===== src/rtl/serial_adder_ctrl.sv =====
// Bit-serial add/subtract controller: one full adder is reused for WIDTH cycles,
// LSB first, with a start/busy/done handshake and a held result register.

module full_adder (
  input  logic a,
  input  logic b,
  input  logic ci,
  output logic s,
  output logic co
);
  assign s  = a ^ b ^ ci;
  assign co = (a & b) | (ci & (a ^ b));
endmodule

module serial_adder_ctrl #(
  parameter int WIDTH = 8,
  parameter int CNT_W = 5
) (
  input  logic             clk,
  input  logic             rst_n,
  input  logic             start,
  input  logic             sub,
  input  logic             cin,
  input  logic [WIDTH-1:0] a,
  input  logic [WIDTH-1:0] b,
  output logic             busy,
  output logic             done,
  output logic [WIDTH-1:0] sum,
  output logic             cout,
  output logic             ovf
);

  typedef enum logic [1:0] {
    IDLE = 2'd0,
    RUN  = 2'd1,
    DONE = 2'd2
  } state_e;

  localparam logic [CNT_W-1:0] LAST_BIT = CNT_W'(WIDTH - 1);

  state_e           state_q, state_d;
  logic [WIDTH-1:0] op_a_q, op_a_d;
  logic [WIDTH-1:0] op_b_q, op_b_d;
  logic [WIDTH-1:0] acc_q, acc_d;
  logic [WIDTH-1:0] sum_q, sum_d;
  logic [CNT_W-1:0] cnt_q, cnt_d;
  logic             carry_q, carry_d;
  logic             cout_q, cout_d;
  logic             ovf_q, ovf_d;
  logic             fa_s, fa_co;

  full_adder u_fa (
    .a  (op_a_q[0]),
    .b  (op_b_q[0]),
    .ci (carry_q),
    .s  (fa_s),
    .co (fa_co)
  );

  always_comb begin
    // NOTE: every *_d gets a hold default before the case, so no path leaves a latch.
    state_d = state_q;
    op_a_d  = op_a_q;
    op_b_d  = op_b_q;
    acc_d   = acc_q;
    sum_d   = sum_q;
    cnt_d   = cnt_q;
    carry_d = carry_q;
    cout_d  = cout_q;
    ovf_d   = ovf_q;

    unique case (state_q)
      IDLE: begin
        if (start) begin
          op_a_d  = a;
          op_b_d  = sub ? ~b : b;
          carry_d = sub ? 1'b1 : cin;
          cnt_d   = '0;
          state_d = RUN;
        end
      end
      RUN: begin
        op_a_d  = op_a_q >> 1;
        op_b_d  = op_b_q >> 1;
        acc_d   = {fa_s, acc_q[WIDTH-1:1]};
        carry_d = fa_co;
        cnt_d   = cnt_q + CNT_W'(1);
        if (cnt_q == LAST_BIT) begin
          // On the MSB step carry_q is the carry into the MSB, so overflow is
          // formed here rather than from a separately stored copy.
          sum_d   = {fa_s, acc_q[WIDTH-1:1]};
          cout_d  = fa_co;
          ovf_d   = carry_q ^ fa_co;
          state_d = DONE;
        end
      end
      DONE:    state_d = IDLE;
      default: state_d = IDLE;
    endcase
  end

  // NOTE: state registers use non-blocking assignments so every flop samples pre-edge values.
  always_ff @(posedge clk or negedge rst_n) begin
    if (!rst_n) begin
      state_q <= IDLE;
      op_a_q  <= '0;
      op_b_q  <= '0;
      acc_q   <= '0;
      sum_q   <= '0;
      cnt_q   <= '0;
      carry_q <= 1'b0;
      cout_q  <= 1'b0;
      ovf_q   <= 1'b0;
    end else begin
      state_q <= state_d;
      op_a_q  <= op_a_d;
      op_b_q  <= op_b_d;
      acc_q   <= acc_d;
      sum_q   <= sum_d;
      cnt_q   <= cnt_d;
      carry_q <= carry_d;
      cout_q  <= cout_d;
      ovf_q   <= ovf_d;
    end
  end

  assign busy = (state_q == RUN);
  assign done = (state_q == DONE);
  assign sum  = sum_q;
  assign cout = cout_q;
  assign ovf  = ovf_q;

endmodule

===== config.mk =====
export PLATFORM = sky130hd
export DESIGN_NAME = serial_adder_ctrl
export DESIGN_NICKNAME = d
export VERILOG_FILES = /design/src/rtl/serial_adder_ctrl.sv
export SDC_FILE = /design/constraint.sdc
export NUM_CORES = 1
export LEC_CHECK = 0
export CORE_ASPECT_RATIO = 1.75
export CORE_MARGIN = 2
export CORE_UTILIZATION = 56
export CTS_CLUSTER_DIAMETER = 60
export DETAILED_ROUTE_END_ITERATION = 8
export PLACE_DENSITY = 0.92
export SYNTH_ARGS = -nofsm -noshare
export SYNTH_HDL_FRONTEND = slang
export SYNTH_HIERARCHICAL = 1
export SYNTH_SLANG_ARGS = --single-unit
export TNS_END_PERCENT = 5

===== constraint.sdc =====
create_clock -name clk -period 3.08 [get_ports clk]
set_clock_uncertainty 0.15 [all_clocks]
set_input_delay 0.308 -clock clk [delete_from_list [all_inputs] [get_ports clk]]
set_output_delay 0.308 -clock clk [all_outputs]
set_load 0.005 [all_outputs]

==> summary.txt, run 1 <==
STA
  – Worst rel slew slack: 39.17%
  – Fin Hold WS: -7.769 ps
  – Final hold vios: 9
  – Tmin final: 2251 ps
  – Slew at the pin closest to its max-slew limit: between 900 and 1000 ps
  – Final worst slack: between 800 and 900 ps
  – Final setup violation count: 0
  – Fmax: 444.3 MHz
  – Final period utilization: 73.08%
  – Setup TNS Final: 0 ps
  – Max-slew violations: 0
  – RSZ-0062 raised after global routing: no

Cells and area
  – Final net count: 234
  – Layout area overhead: 23.24%
  – Most common cell after layout, fill and taps aside: dfrtp_1
  – Ant diodes: 0
  – Commonest cells after routing, fill and taps aside: dfrtp_1, clkdlybuf4s50_1, nand2_1, nor2b_1
  – Share of cells above drive strength 1: 13.68%

Placed design
  – RePlAce Congestion: between 0.7 and 0.8
  – Pre-CTS WS: 957.2 ps
  – Detailed Place HPWL: 2.800 mm
  – # port buffers: 32

Floorplanning
  – Num rows: 28
  – CORE AREA: 0.003363 sq mm
  – DIE AREA: 0.004038 sq mm
  – Initial core utilization: 58.74%
  – Die Wd: just under 50 um
  – Die height: 82.58 um
  – IO Count: 33

Logic synthesis
  – Synth Warn #: 6
  – EDFF count, synth: 0
  – Post-synthesis sequential area ratio: 51.93%
  – Post-synth cell types: 31
  – Syn avg cell area: 10.92 sq um
  – Synth Area in XOR/XNOR: roughly 4%
  – Largest family of logic cells by synthesized area: compound AO/OA/AOI/OAI gates
  – Ys async rst share: 100.0%
  – Syn Inst Count: approximately 180
  – Main synth FF type: dfrtp_1
  – Synth Cell Area: 0.001976 sq mm
  – Syn Nets: between 200 and 250
  – Post-synthesis mux area share: 8.423%
  – Post-Synth Adder-Cell Area: 1.647%
  – Compound-Gate Fraction of Synth Area: 15.83%
  – Synth Register Bits: 41
  – Synth Area in Simple Gates: 12.79%

Route
  – DRC errors left: 0
  – Iter 0 DRT Violations: between 40 and 50
  – Routed WL per cell: approximately 16 um
  – DRT antenna net count: 0
  – Vias: between 1000 and 1500
  – Via/cell ratio: 5.743
  – DRT Wirelength: 3.997 mm
  – Detailed Routing Iterations Pass 1: 4

CTS
  – Hold Buf Count CTS: 0
  – Worst-path clk slew: roughly 80 ps
  – CTS sink count: between 40 and 50
  – Resized cells post-CTS: 0
  – TritonCTS Buffers: 5
  – Root buffer cell: clkbuf_8
  – Maximum clock insertion buffer count: 2
  – Setup Fix Bufs, Post-CTS: 0
  – H-tree depth: 2
  – CTS tree: built
  – Clock Latency Late Sink: 290 ps

Status
  – Failing checks: hold timing
  – Status: finished, violations left

Hold path
  – Worst Hold Class: input port to asynchronous set/reset pin

Setup path
  – Critical Path Sink Type: output port
  – Critical path class: flop to output port
  – Worst Path Arrival: 1790 ps
  – Critical Path Start Type: flop
  – Worst Path Required: 2620 ps
  – Max FO, Critical Path: 13

GRT
  – M3 GR Usage: 3.957%
  – GR peak layer: met2
  – GR Overflow Total: 0
  – Initial antenna violation count: 0
  – Met1 global-route usage: 26.40%
  – First-pass GRT wire length: approximately 7.0 mm
  – Vias in the first global route: approximately 1500
  – Grt met2 use: 40.68%
  – Total GRT Usage: 22.75%
  – Largest net degree at the start of global routing: 42

Power
  – Comb pwr share: 36.9%
  – Sequential Power Share: 41.0%
  – Lkg Pwr: 1.112 nW
  – Max IR drop VDD: 0.5605 mV
  – Sw Share: 32.53%
  – Power per cell area: 946.6 mW/mm^2
  – Clock power frac: ~22%
  – NetSw: 749.8 uW
  – Int Pwr: 1.555 mW

Run
  – Max-Cap Viols: 0
## worst max-delay path, cell delays in order, from the launching register on
cell,delay [ps]
dfrtp_1,380
nand2b_2,320
inv_2,260
clkdlybuf4s50_1,540
## through the flow
| step | hold slack [ps] | utilization [%] | cells | power (mW) | instance area (sq um) |
|---|---|---|---|---|---|
| 6_report | -7.769 | 72.40 | 257 | 2.305 | 2435 |
| 5_1_grt | 64.33 | 72.40 | 257 | 2.473 | 2435 |
| 4_1_cts | 15.58 | 72.40 | 257 | 2.327 | 2435 |
| 3_5_place_dp | 313.3 | 68.42 | 249 | 1.811 | 2301 |
| 3_3_place_gp | 302.4 | 68.42 | 249 | 1.750 | 2301 |
| 2_1_floorplan | -137.6 | - | 181 | 1.489 | 1976 |
## synth_stat cells (2+ instances only)
master,count,area share (%)
nand2_1,29,5.5
o21ai_0,4,1.0
nand3_1,3,0.76
inv_1,6,1.1
a22oi_1,10,3.8
o21ai_1,10,2.5
o211ai_2,2,1.3
mux2i_1,2,1.0
nand4_1,2,0.63
dfrtp_1,41,52
a21oi_1,8,2.0
a221o_1,5,2.5
mux2_4,9,6.8
xnor2_1,8,3.5
o32ai_1,5,2.2
nor2b_1,11,3.5
clkbuf_1,6,1.1
buf_2,4,1.0
buf_6,3,1.7
inv_2,2,0.38
## final timing paths
kind                       slack [ps]                   start  cells after the start               endpoint
hold / removal                     -8                   rst_n                      1   acc_q[2]$_DFFE_PN0P_
setup reg to reg                  970  state_q[1]$_DFFE_PN0P_                      4     sum[0]$_DFFE_PN0P_
min in group clk                  330    acc_q[1]$_DFFE_PN0P_                      2   acc_q[1]$_DFFE_PN0P_
hold reg to reg                   330    acc_q[1]$_DFFE_PN0P_                      2   acc_q[1]$_DFFE_PN0P_
max in group asynchronous        2220                   rst_n                      1  op_a_q[7]$_DFFE_PN0P_
setup / recovery                  830  state_q[1]$_DFFE_PN0P_                      3                   busy
## cell families (layout without fill, tap and decap cells)
kind of cell,after synthesis,in the layout
adder cells (fa/ha/maj),2,2
AND/OR/NAND/NOR,51,51
buffers and inverters,21,52
flip-flops,41,41
XOR/XNOR,9,9
multiplexers,12,12
AO/OA/AOI/OAI,45,45
## power groups by stage
stage	Sequential, mW	Clock (mW)	Combinational [mW]
after CTS	0.944	0.519	0.864
final	0.945	0.509	0.851
after global routing	0.978	0.542	0.954
after global placement	0.935	0	0.815
after detailed placement	0.954	0	0.858
after floorplan	0.914	0	0.575
## registers in the layout (all words and copies together), names as in the netlist
register	cells
sum	8
cnt_q	5
carry_q	1
op_a_q	8
cout	1
state_q	2
ovf	1
acc_q	7
op_b_q	8
## per-layer routing
layer,up-vias,wire [um]
met2,44,2117
li1,687,-
met1,734,1647
met4,0,110
met5,-,0
met3,11,121
## area by class of cell
class	count	area (sq um)
Clock buffer	5	68.82
Tap cell	45	56.30
Multi-Input combinational cell	119	843.3
Sequential cell	41	1026
Timing Repair Buffer	36	345.3
Clock inverter	3	65.06
Fill cell	249	928.4
Inverter	8	30.03
(Power assumes the default switching activity.)
==> inputs of run 2 (changes only) <==
--- a/config.mk
+++ b/config.mk
@@ -7,10 +7,10 @@
 export LEC_CHECK = 0
 export CORE_ASPECT_RATIO = 1.75
 export CORE_MARGIN = 2
-export CORE_UTILIZATION = 56
+export CORE_UTILIZATION = 47
 export CTS_CLUSTER_DIAMETER = 60
 export DETAILED_ROUTE_END_ITERATION = 8
-export PLACE_DENSITY = 0.92
+export PLACE_DENSITY = 0.84
 export SYNTH_ARGS = -nofsm -noshare
 export SYNTH_HDL_FRONTEND = slang
 export SYNTH_HIERARCHICAL = 1
==> constraint.sdc (replaced) <==
create_clock -name clk -period 2 [get_ports clk]
set_clock_uncertainty 0.15 [all_clocks]
set_input_delay 0.2 -clock clk [delete_from_list [all_inputs] [get_ports clk]]
set_output_delay 0.2 -clock clk [all_outputs]
set_load 0.005 [all_outputs]
==> run 2 against run 1 <==
Total power grew 46%. Die area grew 18%. Cell area grew 2.1%. Register-to-register slack lost 760 ps. Hold slack gained 300 ps. Flip-flop and latch count is the same. Routed wire length shrank 11%. Critical path type unchanged. Sequential share of layout area shrank 0.82 points. The flow now finishes without violations.
==> summary.txt, run 2 (synthesis gave the netlist of run 1 again) <==
Cells and area
  – Ant diodes: 0 (unchanged)
  – Most common cell after layout, fill and taps aside: dfrtp_1
  – Post-layout util: 61.04% (-11 points)
  – Commonest cells after routing, fill and taps aside: dfrtp_1, clkdlybuf4s50_1, nand2_1, buf_4, nor2b_1
  – Layout Cells excl Fill: 270 (+5.1%)
  – FILL cells: 351 (+41%)
  – Final net count: 244 (+4.3%)
  – Share of cells above drive strength 1: 16.74% (+3.1 points)
  – Layout area overhead: 25.84%

Route
  – Via/cell ratio: 5.352 (-6.8%)
  – DRT Wirelength: 3.576 mm (-11%)
  – Detailed Routing Iterations Pass 1: 4 (unchanged)
  – Iter 0 DRT Violations: 44 (+7.3%)
  – Routed WL per cell: 13.24 um (-15%)
  – Vias: 1445 (-2.1%)
  – DRC errors left: 0 (unchanged)
  – DRT antenna net count: 0 (unchanged)

Placed design
  – DP Cell Count: 259 (+4.0%)
  – Detailed Place HPWL: 2.533 mm (-9.5%)
  – RePlAce Congestion: 0.7811 (+0.23%)
  – # port buffers: 32 (unchanged)

Floorplanning
  – CORE AREA: 0.004073 sq mm (+21%)
  – Num rows: 31 (+11%)
  – IO Count: 33 (unchanged)
  – Die height: 89.77 um (+8.7%)
  – DIE AREA: 0.004759 sq mm (+18%)
  – Initial core utilization: 48.51% (-10 points)
  – Die Wd: 53.01 um (+8.4%)

STA
  – Final period utilization: 96.33%
  – Final setup violation count: 0 (unchanged)
  – Fmax: 519.1 MHz
  – Tmin final: between 1500 and 2000 ps
  – Fin Hold WS: 292.6 ps (+300.4 ps)
  – RSZ-0062 raised after global routing: yes
  – Final hold vios: 0 (-9)
  – Worst rel slew slack: 63.10% (+24 points)
  – Max-slew violations: 0 (unchanged)
  – Slew at the pin closest to its max-slew limit: 553.6 ps (-358.8 ps)

Setup path
  – Worst Path Required: 1650 ps (-970 ps)
  – Crit path buf inv count: 2 (unchanged)
  – Critical Path Start Type: flop
  – Critical path class: flop to output port
  – Worst Path Arrival: 1580 ps (-210 ps)
  – CP top delay family: buffers and inverters
  – Critical Path Sink Type: output port
  – Slowest CP cell: clkdlybuf4s50_1
  – Crit-path cells: nand2b_2, inv_4, clkdlybuf4s50_1
  – Max FO, Critical Path: 15 (+2)
  – Slowest stage delay, CP: 530 ps (about the same)

CTS
  – TritonCTS Buffers: 5 (unchanged)
  – Clock Latency Late Sink: 290 ps (about the same)
  – Worst-path clk slew: 70 ps (about the same)
  – CTS tree: built
  – Root buffer cell: clkbuf_8
  – H-tree depth: 2 (unchanged)
  – CTS sink count: 41 (unchanged)
  – Maximum clock insertion buffer count: 2 (unchanged)

Power
  – Lkg Pwr: 1.141 nW (+2.6%)
  – Max IR drop VDD: 0.7501 mV (+34%)
  – Tot Pwr: 3.354 mW (+46%)
  – Power per cell area: 1349 mW/mm^2 (+43%)

Status
  – Status: finished clean

GRT
  – First-pass GRT wire length: 6.403 mm (-7.9%)
  – Initial antenna violation count: 0 (unchanged)
  – GR Overflow Total: 0 (unchanged)
  – Largest net degree at the start of global routing: 42 (unchanged)
  – Total GRT Usage: 17.95% (-4.8 points)
  – Vias in the first global route: 1398 (-7.5%)

Hold path
  – Worst Hold Class: input port to flop

Run
  – Max-Cap Viols: 0 (unchanged)
## run 2: cell type report
type,instances,area (sq um),share of cell area [%]
clock buffer,7,86.33,3.473
inverter,8,32.53,1.309
timing repair buffer,46,435.4,17.51
sequential,41,1027,41.32
multi-input combinational,119,843.3,33.92
tap,49,61.31,2.466
## run 2: report_power, final
group | total (mW) | switching (mW) | internal, mW
clock | 0.530 | 0.256 | 0.273
combinational | 1.37 | 0.582 | 0.784
sequential | 1.46 | 0.267 | 1.19
## run 2: timing repair
action                                 in CTS  in global routing
hold buffers                                1                  0
endpoints found under the hold margin      41                  0
resized for setup                           2                  0
setup endpoints to repair                   1                  2
buffers inserted                            0                  3
## run 2: through the flow
step | setup TNS (ps) | instance area [sq um] | setup WS (ps)
2_1_floorplan | 0 | 1976 | 338.6
5_1_grt | -2.254 | 2486 | -2.254
6_report | 0 | 2486 | 73.47
3_5_place_dp | 0 | 2364 | 57.06
3_3_place_gp | 0 | 2364 | 96.51
4_1_cts | 0 | 2464 | 62.32
## run 2: layer usage
metal	up-vias	share of wire, %	global-route usage, %
li1	710	-	-
met1	699	43	22.97
met2	31	51	27.19
met3	5	3.2	4.319
met4	0	2.6	9.829
met5	-	0	0
## run 2: worst reg2reg max path, delay by kind of cell, from the launching register on
family,cells,cell delay [ps]
AO/OA/AOI/OAI,2,470
buffers and inverters,1,200
flip-flops,1,360
AND/OR/NAND/NOR,1,490
## run 2: worst paths after layout
check | from | endpoint | slack (ps) | depth (start not counted)
setup / recovery | state_q[1]$_DFFE_PN0P_ | busy | 70 | 3
hold / removal | a[7] | op_a_q[7]$_DFFE_PN0P_ | 290 | 3
setup reg to reg | state_q[1]$_DFFE_PN0P_ | op_b_q[5]$_DFFE_PN0P_ | 210 | 4
hold reg to reg | acc_q[1]$_DFFE_PN0P_ | acc_q[1]$_DFFE_PN0P_ | 320 | 2
max in group asynchronous | rst_n | state_q[0]$_DFFE_PN0P_ | 980 | 3
min in group asynchronous | rst_n | cnt_q[0]$_DFFE_PN0P_ | 350 | 3
